`config.mk`:
```
export PLATFORM = sky130hd
export DESIGN_NAME = batch_sum_compare
export DESIGN_NICKNAME = d
export VERILOG_FILES = /design/src/rtl/batch_sum_pkg.sv /design/src/rtl/ripple_add.sv /design/src/rtl/batch_sum_compare.sv
export SDC_FILE = /design/constraint.sdc
export NUM_CORES = 1
export LEC_CHECK = 0
export ABC_AREA = 0
export BUFFER_PORTS_ARGS = -buffer_cell sky130_fd_sc_hd__buf_2
export CAP_MARGIN = 20
export CORE_AREA = 4 4 45 63
export DETAILED_ROUTE_END_ITERATION = 6
export DIE_AREA = 0 0 49 67
export PLACE_DENSITY = 0.8
export SETUP_SLACK_MARGIN = 0.2
export SLEW_MARGIN = 20
export SYNTH_ARGS = -nofsm -noshare
export SYNTH_HDL_FRONTEND = slang
export SYNTH_HIERARCHICAL = 1
export SYNTH_SLANG_ARGS = --single-unit
export TNS_END_PERCENT = 20
```
`constraint.sdc`:
```
create_clock -name clk -period 6.5 [get_ports clk]
set_input_delay 0.65 -clock clk [delete_from_list [all_inputs] [get_ports clk]]
set_output_delay 0.65 -clock clk [all_outputs]
set_load 0.05 [all_outputs]
```
`src/rtl/batch_sum_pkg.sv`:
```
// rtl/batch_sum_pkg.sv - shared types and defaults for batch_sum_compare
package batch_sum_pkg;

  localparam int WIDTH_D = 3;
  localparam int BATCH_D = 4;
  localparam int ACC_W_D = 6;

  typedef enum logic {
    ACCUM = 1'b0,
    DONE  = 1'b1
  } state_t;

  typedef struct packed {
    logic lt;
    logic eq;
    logic gt;
  } cmp_t;

endpackage

```
`src/rtl/ripple_add.sv`:
```
// rtl/ripple_add.sv - parameterised N-bit ripple-carry adder
module ripple_add #(
  parameter int N = 4
) (
  input  logic [N-1:0] a,
  input  logic [N-1:0] b,
  input  logic         cin,
  output logic [N-1:0] sum,
  output logic         cout
);

  logic [N:0] w_c;

  assign w_c[0] = cin;

  // one full adder per bit, carry chained from LSB to MSB
  for (genvar i = 0; i < N; i++) begin : g_bit
    assign sum[i]   = a[i] ^ b[i] ^ w_c[i];
    assign w_c[i+1] = (a[i] & b[i]) | (w_c[i] & (a[i] ^ b[i]));
  end

  assign cout = w_c[N];

endmodule

```
`src/rtl/batch_sum_compare.sv`:
```
// rtl/batch_sum_compare.sv - batch accumulator with threshold compare
module batch_sum_compare
  import batch_sum_pkg::*;
#(
  parameter int WIDTH = WIDTH_D,
  parameter int BATCH = BATCH_D,
  parameter int ACC_W = ACC_W_D
) (
  input  logic             clk,
  input  logic             rst_n,
  input  logic             in_valid,
  output logic             in_ready,
  input  logic [WIDTH-1:0] in_a,
  input  logic [WIDTH-1:0] in_b,
  input  logic [ACC_W-1:0] thresh,
  output logic             out_valid,
  input  logic             out_ready,
  output logic [ACC_W-1:0] out_total,
  output logic             out_ovf,
  output logic             out_lt,
  output logic             out_eq,
  output logic             out_gt
);

  localparam int CNT_W = (BATCH > 1) ? $clog2(BATCH) : 1;

  state_t           r_state;
  state_t           w_state_next;
  logic             w_in_ready;
  logic             w_out_valid;

  logic [CNT_W-1:0] r_cnt;
  logic [ACC_W-1:0] r_acc;
  logic             r_ovf;

  logic [ACC_W-1:0] r_total;
  logic             r_out_ovf;
  cmp_t             r_cmp;
  cmp_t             w_cmp;

  logic [WIDTH-1:0] w_pair_lo;
  logic             w_pair_hi;
  logic [ACC_W-1:0] w_pair_ext;
  logic [ACC_W-1:0] w_acc_next;
  logic             w_acc_cout;
  logic             w_ovf_next;
  logic             w_hs;
  logic             w_last;

  ripple_add #(.N(WIDTH)) u_pair_add (
    .a    (in_a),
    .b    (in_b),
    .cin  (1'b0),
    .sum  (w_pair_lo),
    .cout (w_pair_hi)
  );

  assign w_pair_ext = {{(ACC_W-WIDTH-1){1'b0}}, w_pair_hi, w_pair_lo};

  ripple_add #(.N(ACC_W)) u_acc_add (
    .a    (r_acc),
    .b    (w_pair_ext),
    .cin  (1'b0),
    .sum  (w_acc_next),
    .cout (w_acc_cout)
  );

  assign w_ovf_next = r_ovf | w_acc_cout;
  assign w_hs       = in_valid & w_in_ready;
  assign w_last     = (r_cnt == CNT_W'(BATCH-1));

  // three-way compare of the closing total against the current threshold
  always_comb begin
    w_cmp    = '0;
    w_cmp.lt = (w_acc_next <  thresh);
    w_cmp.eq = (w_acc_next == thresh);
    w_cmp.gt = (w_acc_next >  thresh);
  end

  // state register
  always_ff @(posedge clk or negedge rst_n) begin
    if (!rst_n) r_state <= ACCUM;
    else        r_state <= w_state_next;
  end

  // next state and handshake outputs
  always_comb begin
    w_state_next = r_state;
    w_in_ready   = 1'b0;
    w_out_valid  = 1'b0;
    case (r_state)
      ACCUM: begin
        w_in_ready = 1'b1;
        if (w_hs && w_last) w_state_next = DONE;
      end
      DONE: begin
        w_out_valid = 1'b1;
        if (out_ready) w_state_next = ACCUM;
      end
      default: w_state_next = ACCUM;
    endcase
  end

  // accumulate pairs, latch the result at batch close, clear on release
  always_ff @(posedge clk or negedge rst_n) begin
    if (!rst_n) begin
      r_acc     <= '0;
      r_cnt     <= '0;
      r_ovf     <= 1'b0;
      r_total   <= '0;
      r_out_ovf <= 1'b0;
      r_cmp     <= '0;
    end else if (r_state == DONE) begin
      if (out_ready) begin
        r_acc     <= '0;
        r_cnt     <= '0;
        r_ovf     <= 1'b0;
        r_total   <= '0;
        r_out_ovf <= 1'b0;
        r_cmp     <= '0;
      end
    end else if (w_hs) begin
      r_acc <= w_acc_next;
      r_cnt <= r_cnt + CNT_W'(1);
      r_ovf <= w_ovf_next;
      if (w_last) begin
        r_total   <= w_acc_next;
        r_out_ovf <= w_ovf_next;
        r_cmp     <= w_cmp;
      end
    end
  end

  assign in_ready  = w_in_ready;
  assign out_valid = w_out_valid;
  assign out_total = r_total;
  assign out_ovf   = r_out_ovf;
  assign out_lt    = r_cmp.lt;
  assign out_eq    = r_cmp.eq;
  assign out_gt    = r_cmp.gt;

endmodule
```
==> impl_metrics.yaml, run 1 <==
floorplan:
  die_height_um: 67
  dieArea_um2: 3280
  core_um2: 2310
  io_pins: 28
  initial_utilization_pct: 53.7
  placementRows: 21
  die_x_um: 49
timing:
  worst_slew_pin_slew_ns: 0.517
  setup_viol: 0
  maxSlewHeadroom_pct: 65.4
  timing.final.ws_setup_ns: 1.98
  maxSlewViolCount: 0
  hold_viol: 0
  setup_tns_ns: 0
  clock_skew_ns: 0.00823
  min_period_ns: 4.52
  rsz0062_at_grt: "no"
  timing.final.crit_share_pct: 69.6
  fmax_ghz: 0.221
critical_path:
  reg2reg_depth: 15
  end_kind: "register"
  worstPathArrival_ns: 4.73
  critPathLaunch: "in_a[0]"
  startpoint_type: "input pin"
  r2r-start: "r_acc[0]"
  ff2ff_setup_slack_ns: 2.55
  cp_max_fo: 3
  cp.required_ns: 6.71
  critPathKind: "in -> reg"
yosys:
  synthSimpleGateAreaFrac_pct: 7.66
  synth_cell_type_count: 23
  synth_top_family_by_area: "adder cells"
  synthArstFlopShare_pct: 100
  synthFlopType: "dfrtp_1"
  synth_compound_area_share_pct: 13.7
  synthCells: 123
  synthMuxAreaShare_pct: 5.65
  synth_xor_area_share_pct: 0.706
  synth_edf_count: 0
  yosysSeqAreaShare_pct: 40.3
  postSynthAreaPerCell_um2: 10.1
  synth_seq_cells: 20
  synth-adder-area-share_pct: 21.6
  syn_area_um2: 1240
  yosys_warnings: 6
clocking:
  cts_resized: 0
  clockBufferDepth: 2
  clkTransAtPathRegs_ns: 0.12
  cts-root-buf: "clkbuf_4"
  cts_tree: "yes"
  clock_latency_ns: 0.30
  h-tree-depth: 1
  numCtsBuffers: 3
  cts_sinks: 20
  cts_setup_buffers: 0
  hold_buffers: 0
pwr:
  comb_power_share_pct: 56.3
  power_frac_clock_pct: 13.5
  power.total_mw: 0.750
  internal_power_mw: 0.391
  power_frac_seq_pct: 30.1
  leakagePower_nw: 0.796
  p_sw_mw: 0.359
  p_per_area_nw_per_um2: 518
  ir_worst_vdd_mv: 0.259
  switching_share_pct: 47.8
detailed_routing:
  wl_um: 2340
  drcViolationCount: 0
  wl_per_cell_um: 13.2
  vias_per_cell: 5.29
  final_antenna_net_count: 0
  drtIter0Drc: 30
  vias: 937
  first_pass_iters: 4
cells_and_area:
  layout.nets: 187
  diodes: 0
  num-fill-cells: 197
  layout_commonest_cell: "inv_1"
  final_util_pct: 62.7
  final_cell_mix: "28 x inv_1, 27 x buf_2, 20 x dfrtp_1, 14 x nand2_1, 13 x o21ai_0"
  drive_above_1_share_pct: 20.8
  syn2layout_area_growth_pct: 16.7
global_routing:
  grt_pass1_vias: 954
  grt_start_max_net_pins: 21
  grt_pass1_wl_um: 4290
  grt_use_total_pct: 16.6
  antenna_found_initial: 0
  overflow: 0
job:
  cap_viol_max_count: 0
placement:
  pre_cts_slack_ns: 1.64
  dpl.hpwl_um: 1930
  port_buffers: 27
  gp_congestion: 0.745
run_status:
  status: "complete, no violations"
min_path:
  hold_path_class: "in -> async"
-- power groups by stage --
stage          combinational [mW]  clock, mW  sequential, mW
2_1_floorplan               0.241          0           0.303
3_3_place_gp                0.400          0           0.226
3_5_place_dp                0.424          0           0.229
4_1_cts                     0.425      0.104           0.227
5_1_grt                     0.478      0.109           0.235
6_report                    0.423      0.101           0.226
-- metal layers --
metal / vias up / routed length [um] / GRT usage, %
li1: 452 / - / -
met1: 452 / 973 / 20.1
met2: 31 / 1220 / 29.6
met3: 2 / 135 / 2.91
met4: 0 / 20 / 5.05
met5: - / 0 / 0
-- cells by family (layout without fill, tap and decap cells) --
kind of cell    after synthesis  count (layout)
mux                           7               7
xor+xnor                      1               1
simple gates                 21              21
other cells                   1               4
flops                        20              20
buf+inv                      31              59
compound gates               26              26
fa+ha+maj                    16              16
-- synthesized netlist by cell type, types with 2 or more instances --
| library cell | count | area, um^2 |
|---|---|---|
| a22o_1 | 5 | 43.8 |
| nand3_1 | 3 | 15.0 |
| inv_1 | 28 | 105 |
| o21ai_0 | 13 | 65.1 |
| mux2i_1 | 7 | 70.1 |
| fa_1 | 9 | 180 |
| dfrtp_1 | 20 | 500 |
| ha_1 | 7 | 87.6 |
| a21oi_1 | 3 | 15.0 |
| o22ai_1 | 2 | 12.5 |
| nand2_1 | 14 | 52.6 |
-- state kept, by name, summed over array words and instances, names as in the netlist --
register,count
out_lt,1
r_cnt,2
out_ovf,1
out_eq,1
r_state,1
r_acc,6
r_ovf,1
out_gt,1
out_total,6
-- per-stage QoR --
step	cells	hold WS, ns	cell area (um^2)
after floorplan	126	0.354	1250
after global routing	177	0.303	1450
after detailed placement	173	0.467	1400
after global placement	173	0.451	1400
after CTS	177	0.286	1450
final	177	0.281	1450
-- final timing paths --
path | endpoint
max | out_gt
min | out_ovf
max reg2reg | out_gt
min reg2reg | out_lt
max in group asynchronous | out_total[2]
min in group clk | out_lt
-- worst max-delay path: stages --
cell      delay (ns)
buf_2           0.07
inv_1           0.04
fa_1            0.52
inv_1           0.05
fa_1            0.39
inv_1           0.08
fa_1            0.16
inv_1           0.05
fa_1            0.38
fa_1            0.39
fa_1            0.36
inv_1           0.09
fa_1            0.41
inv_1           0.11
ha_1            0.25
and4_1          0.22
o21ai_0         0.08
o211ai_1        0.14
a32o_1          0.26
-- layout make-up --
class | count | area (um^2) | share of cell area, %
sequential | 20 | 500 | 34.5
inverter | 28 | 105 | 7.25
multi-input combinational | 75 | 627 | 43.3
clock buffer | 3 | 22.5 | 1.55
tap | 23 | 28.8 | 1.99
clock inverter | 1 | 30.0 | 2.07
timing repair buffer | 27 | 135 | 9.33
Note: power is estimated with default switching activity, not from simulation.
==> run 2, diff against run 1 <==
--- a/config.mk
+++ b/config.mk
@@ -5,13 +5,13 @@
 export SDC_FILE = /design/constraint.sdc
 export NUM_CORES = 1
 export LEC_CHECK = 0
-export ABC_AREA = 0
+export ABC_AREA = 1
 export BUFFER_PORTS_ARGS = -buffer_cell sky130_fd_sc_hd__buf_2
 export CAP_MARGIN = 20
-export CORE_AREA = 4 4 45 63
+export CORE_AREA = 4 4 48 67
 export DETAILED_ROUTE_END_ITERATION = 6
-export DIE_AREA = 0 0 49 67
-export PLACE_DENSITY = 0.8
+export DIE_AREA = 0 0 52 71
+export PLACE_DENSITY = 0.73
 export SETUP_SLACK_MARGIN = 0.2
 export SLEW_MARGIN = 20
 export SYNTH_ARGS = -nofsm -noshare
==> constraint.sdc (replaced) <==
create_clock -name clk -period 3.65 [get_ports clk]
set_input_delay 0.365 -clock clk [delete_from_list [all_inputs] [get_ports clk]]
set_output_delay 0.365 -clock clk [all_outputs]
set_load 0.05 [all_outputs]
==> run 2 against run 1 <==
The run now ends with negative hold slack left. Register-to-register slack lost 2.3 ns. Synthesized cell count grew 13%. Design area grew 3.0%. Via count grew 4.1%. Area after synthesis shrank 0.91%. Cell count grew 17%. Worst setup slack lost 2.0 ns. Utilization shrank 5.6 points. Hold slack lost 0.29 ns. Highest routed layer unchanged. Combinational power grew 120%.
==> impl_metrics.yaml, run 2 <==
timing:
  setup_tns_ns: 0
  fmax_ghz: 0.274
  hold_slack_ns: -0.00558
  min_period_ns: 3.64
  setup_viol: 0
  clock_skew_ns: 0.0109
  timing.final.crit_share_pct: 99.8
  hold_viol: 10
  maxSlewViolCount: 0
  rsz0062_at_grt: "yes"
yosys:
  synthArstFlopShare_pct: 100
  yosys.area.top_type: "dfrtp_1"
  synth_top_area_share_pct: 40.7
  synthFlopType: "dfrtp_1"
  syn_area_um2: 1230
  synth_edf_count: 0
  netlist_top_cells_count: "38 x inv_1, 32 x nand2_1, 20 x dfrtp_1"
  synth_seq_cells: 20
  synthTopCellsByArea: "dfrtp_1 41%, fa_1 15%, inv_1 12%, nand2_1 9.8%, ha_1 7.1%"
  synthCells: 139
  synth_cell_type_count: 19
  post-synth-top-count-cell: "inv_1"
  postSynthAreaPerCell_um2: 8.85
  yosys_warnings: 6
  yosysSeqAreaShare_pct: 40.7
critical_path:
  worstPathArrival_ns: 3.84
  critPathKind: "in -> reg"
  cpLargestDelayFamily: "adder cells"
  slowest_delay_ns: 0.49
  cp_slowest_cell: "fa_1"
  path_common_cell: "fa_2"
  cp.depth: 21
  r2r_end: "out_gt"
  setup.worst_path.end: "out_gt"
  ff2ff_setup_slack_ns: 0.27
  cp.required_ns: 3.85
  critPathLaunch: "in_b[0]"
  startpoint_type: "input pin"
  path_cells: "buf_2 -> inv_1 -> fa_2 -> inv_2 -> fa_2 -> inv_1 -> fa_1 -> inv_2 -> fa_2 -> fa_2 -> fa_2 -> inv_2 -> fa_1 -> inv_2 -> ha_4 -> nand2_4 -> inv_1 -> nand2_2 -> nand3_1 -> nand2_1 -> nand2_1"
  reg2reg_depth: 17
  r2r-start: "r_acc[0]"
  cp_max_fo: 2
  crit_buf_inv: 8
  end_kind: "register"
floorplan:
  core_um2: 2620
  initial_utilization_pct: 47.0
  die_height_um: 71
  placementRows: 22
  die_x_um: 52
  io_pins: 28
  dieArea_um2: 3690
placement:
  gp_congestion: 0.887
  dpl.hpwl_um: 1920
  port_buffers: 27
global_routing:
  grt_pass1_vias: 974
  overflow: 0
  grt_use_total_pct: 15.3
  grt_start_max_net_pins: 21
  grt_pass1_wl_um: 4280
  antenna_found_initial: 0
pwr:
  internal_power_mw: 0.676
  p_sw_mw: 0.762
  power.total_mw: 1.44
  comb_power_share_pct: 65.2
  leakagePower_nw: 0.834
  power_frac_seq_pct: 27.4
  p_per_area_nw_per_um2: 963
  ir_worst_vdd_mv: 0.420
  switching_share_pct: 53.0
  power_frac_clock_pct: 7.4
detailed_routing:
  first_pass_iters: 5
  drcViolationCount: 0
  wl_per_cell_um: 11.9
  vias_per_cell: 4.71
  drtIter0Drc: 19
  vias: 975
  final_antenna_net_count: 0
  wl_um: 2460
run_status:
  status: "finished with violations"
  violations: "negative hold slack"
clocking:
  h-tree-depth: 1
  numCtsBuffers: 3
  clockBufferDepth: 2
  cts_sinks: 20
  cts-root-buf: "clkbuf_4"
  clock_latency_ns: 0.30
  cts_tree: "yes"
  clkTransAtPathRegs_ns: 0.12
cells_and_area:
  num-fill-cells: 242
  drive_above_1_share_pct: 33.3
  syn2layout_area_growth_pct: 21.4
  layout.nets: 205
  layout_commonest_cell: "inv_1"
  diodes: 0
  final_cell_mix: "33 x inv_1, 29 x nand2_1, 27 x buf_2, 20 x dfrtp_1, 13 x o21ai_0"
min_path:
  hold_path_class: "in -> async"
job:
  cap_viol_max_count: 0
==> run 2: cell types whose count changed in the layout (fill, tap and decap cells not counted), sizes merged, moves of 2 or more <==
cell,before,now
o22ai,2,0
a22o,5,1
inv,28,40
nand3,3,1
nor2,1,5
nand2,14,34
o31ai,0,3
mux2i,7,0
==> run 2: what timing repair did <==
item                                    in CTS  in global routing
buffers inserted                             0                  0
pin swaps                                    8                  2
resized for setup                           14                  2
hold buffers                                 0                  0
endpoints found under the setup margin       3                  3
==> run 2: worst min-delay path by stage <==
stage,startpoint,endpoint,cells past startpoint
2_1_floorplan,rst_n,out_eq,0
3_3_place_gp,rst_n,out_total[5],1
3_5_place_dp,rst_n,out_total[5],1
4_1_cts,rst_n,r_state,1
5_1_grt,rst_n,r_state,1
6_report,rst_n,r_acc[2],1
==> run 2: cell type report <==
type / count / area (um^2) / share of cell area [%]
multi-input cells: 81 / 639 / 42.8
flip-flops and latches: 20 / 500 / 33.5
inverters: 40 / 150 / 10.1
repair buffers: 27 / 135 / 9.05
well taps: 36 / 45.0 / 3.02
clock buffers: 3 / 22.5 / 1.51
==> run 2: layer usage <==
layer	wire length, um	vias to the layer above	global-route usage [%]
li1	-	479	-
met1	932	454	17.7
met5	0	-	0
met4	70	0	8.45
met2	1300	34	25.9
met3	151	8	2.74
==> run 2: power by group through the flow <==
stage                     sequential [mW]  clock (mW)  combinational (mW)
after floorplan                     0.587           0               0.450
after global placement              0.393           0               0.817
after detailed placement            0.401           0               0.842
after CTS                           0.396       0.110               0.929
after global routing                0.411       0.120                1.04
final                               0.394       0.106               0.936
==> run 2: kinds of logic after synthesis <==
logic type / after synthesis / share of synthesized area [%]
other: 1 / 0.305
and+or+nand+nor: 41 / 15.3
buffers and inverters: 41 / 12.6
AOI/OAI and AO/OA: 20 / 9.36
DFF: 20 / 40.7
adders and majority gates: 16 / 21.8
==> run 2: stage by stage <==
step	instance area, um^2	setup WS (ns)	utilization (%)	hold slack (ns)	instances
detailed placement	1420	-0.493	54.4	0.340	204
finish	1490	0.00589	57.1	-0.00558	207
floorplan	1250	0.465	-	0.0694	142
global route	1490	-0.114	57.1	0.0214	207
CTS	1490	0.00638	57.0	0.000632	207
global placement	1420	-0.432	54.4	0.328	204
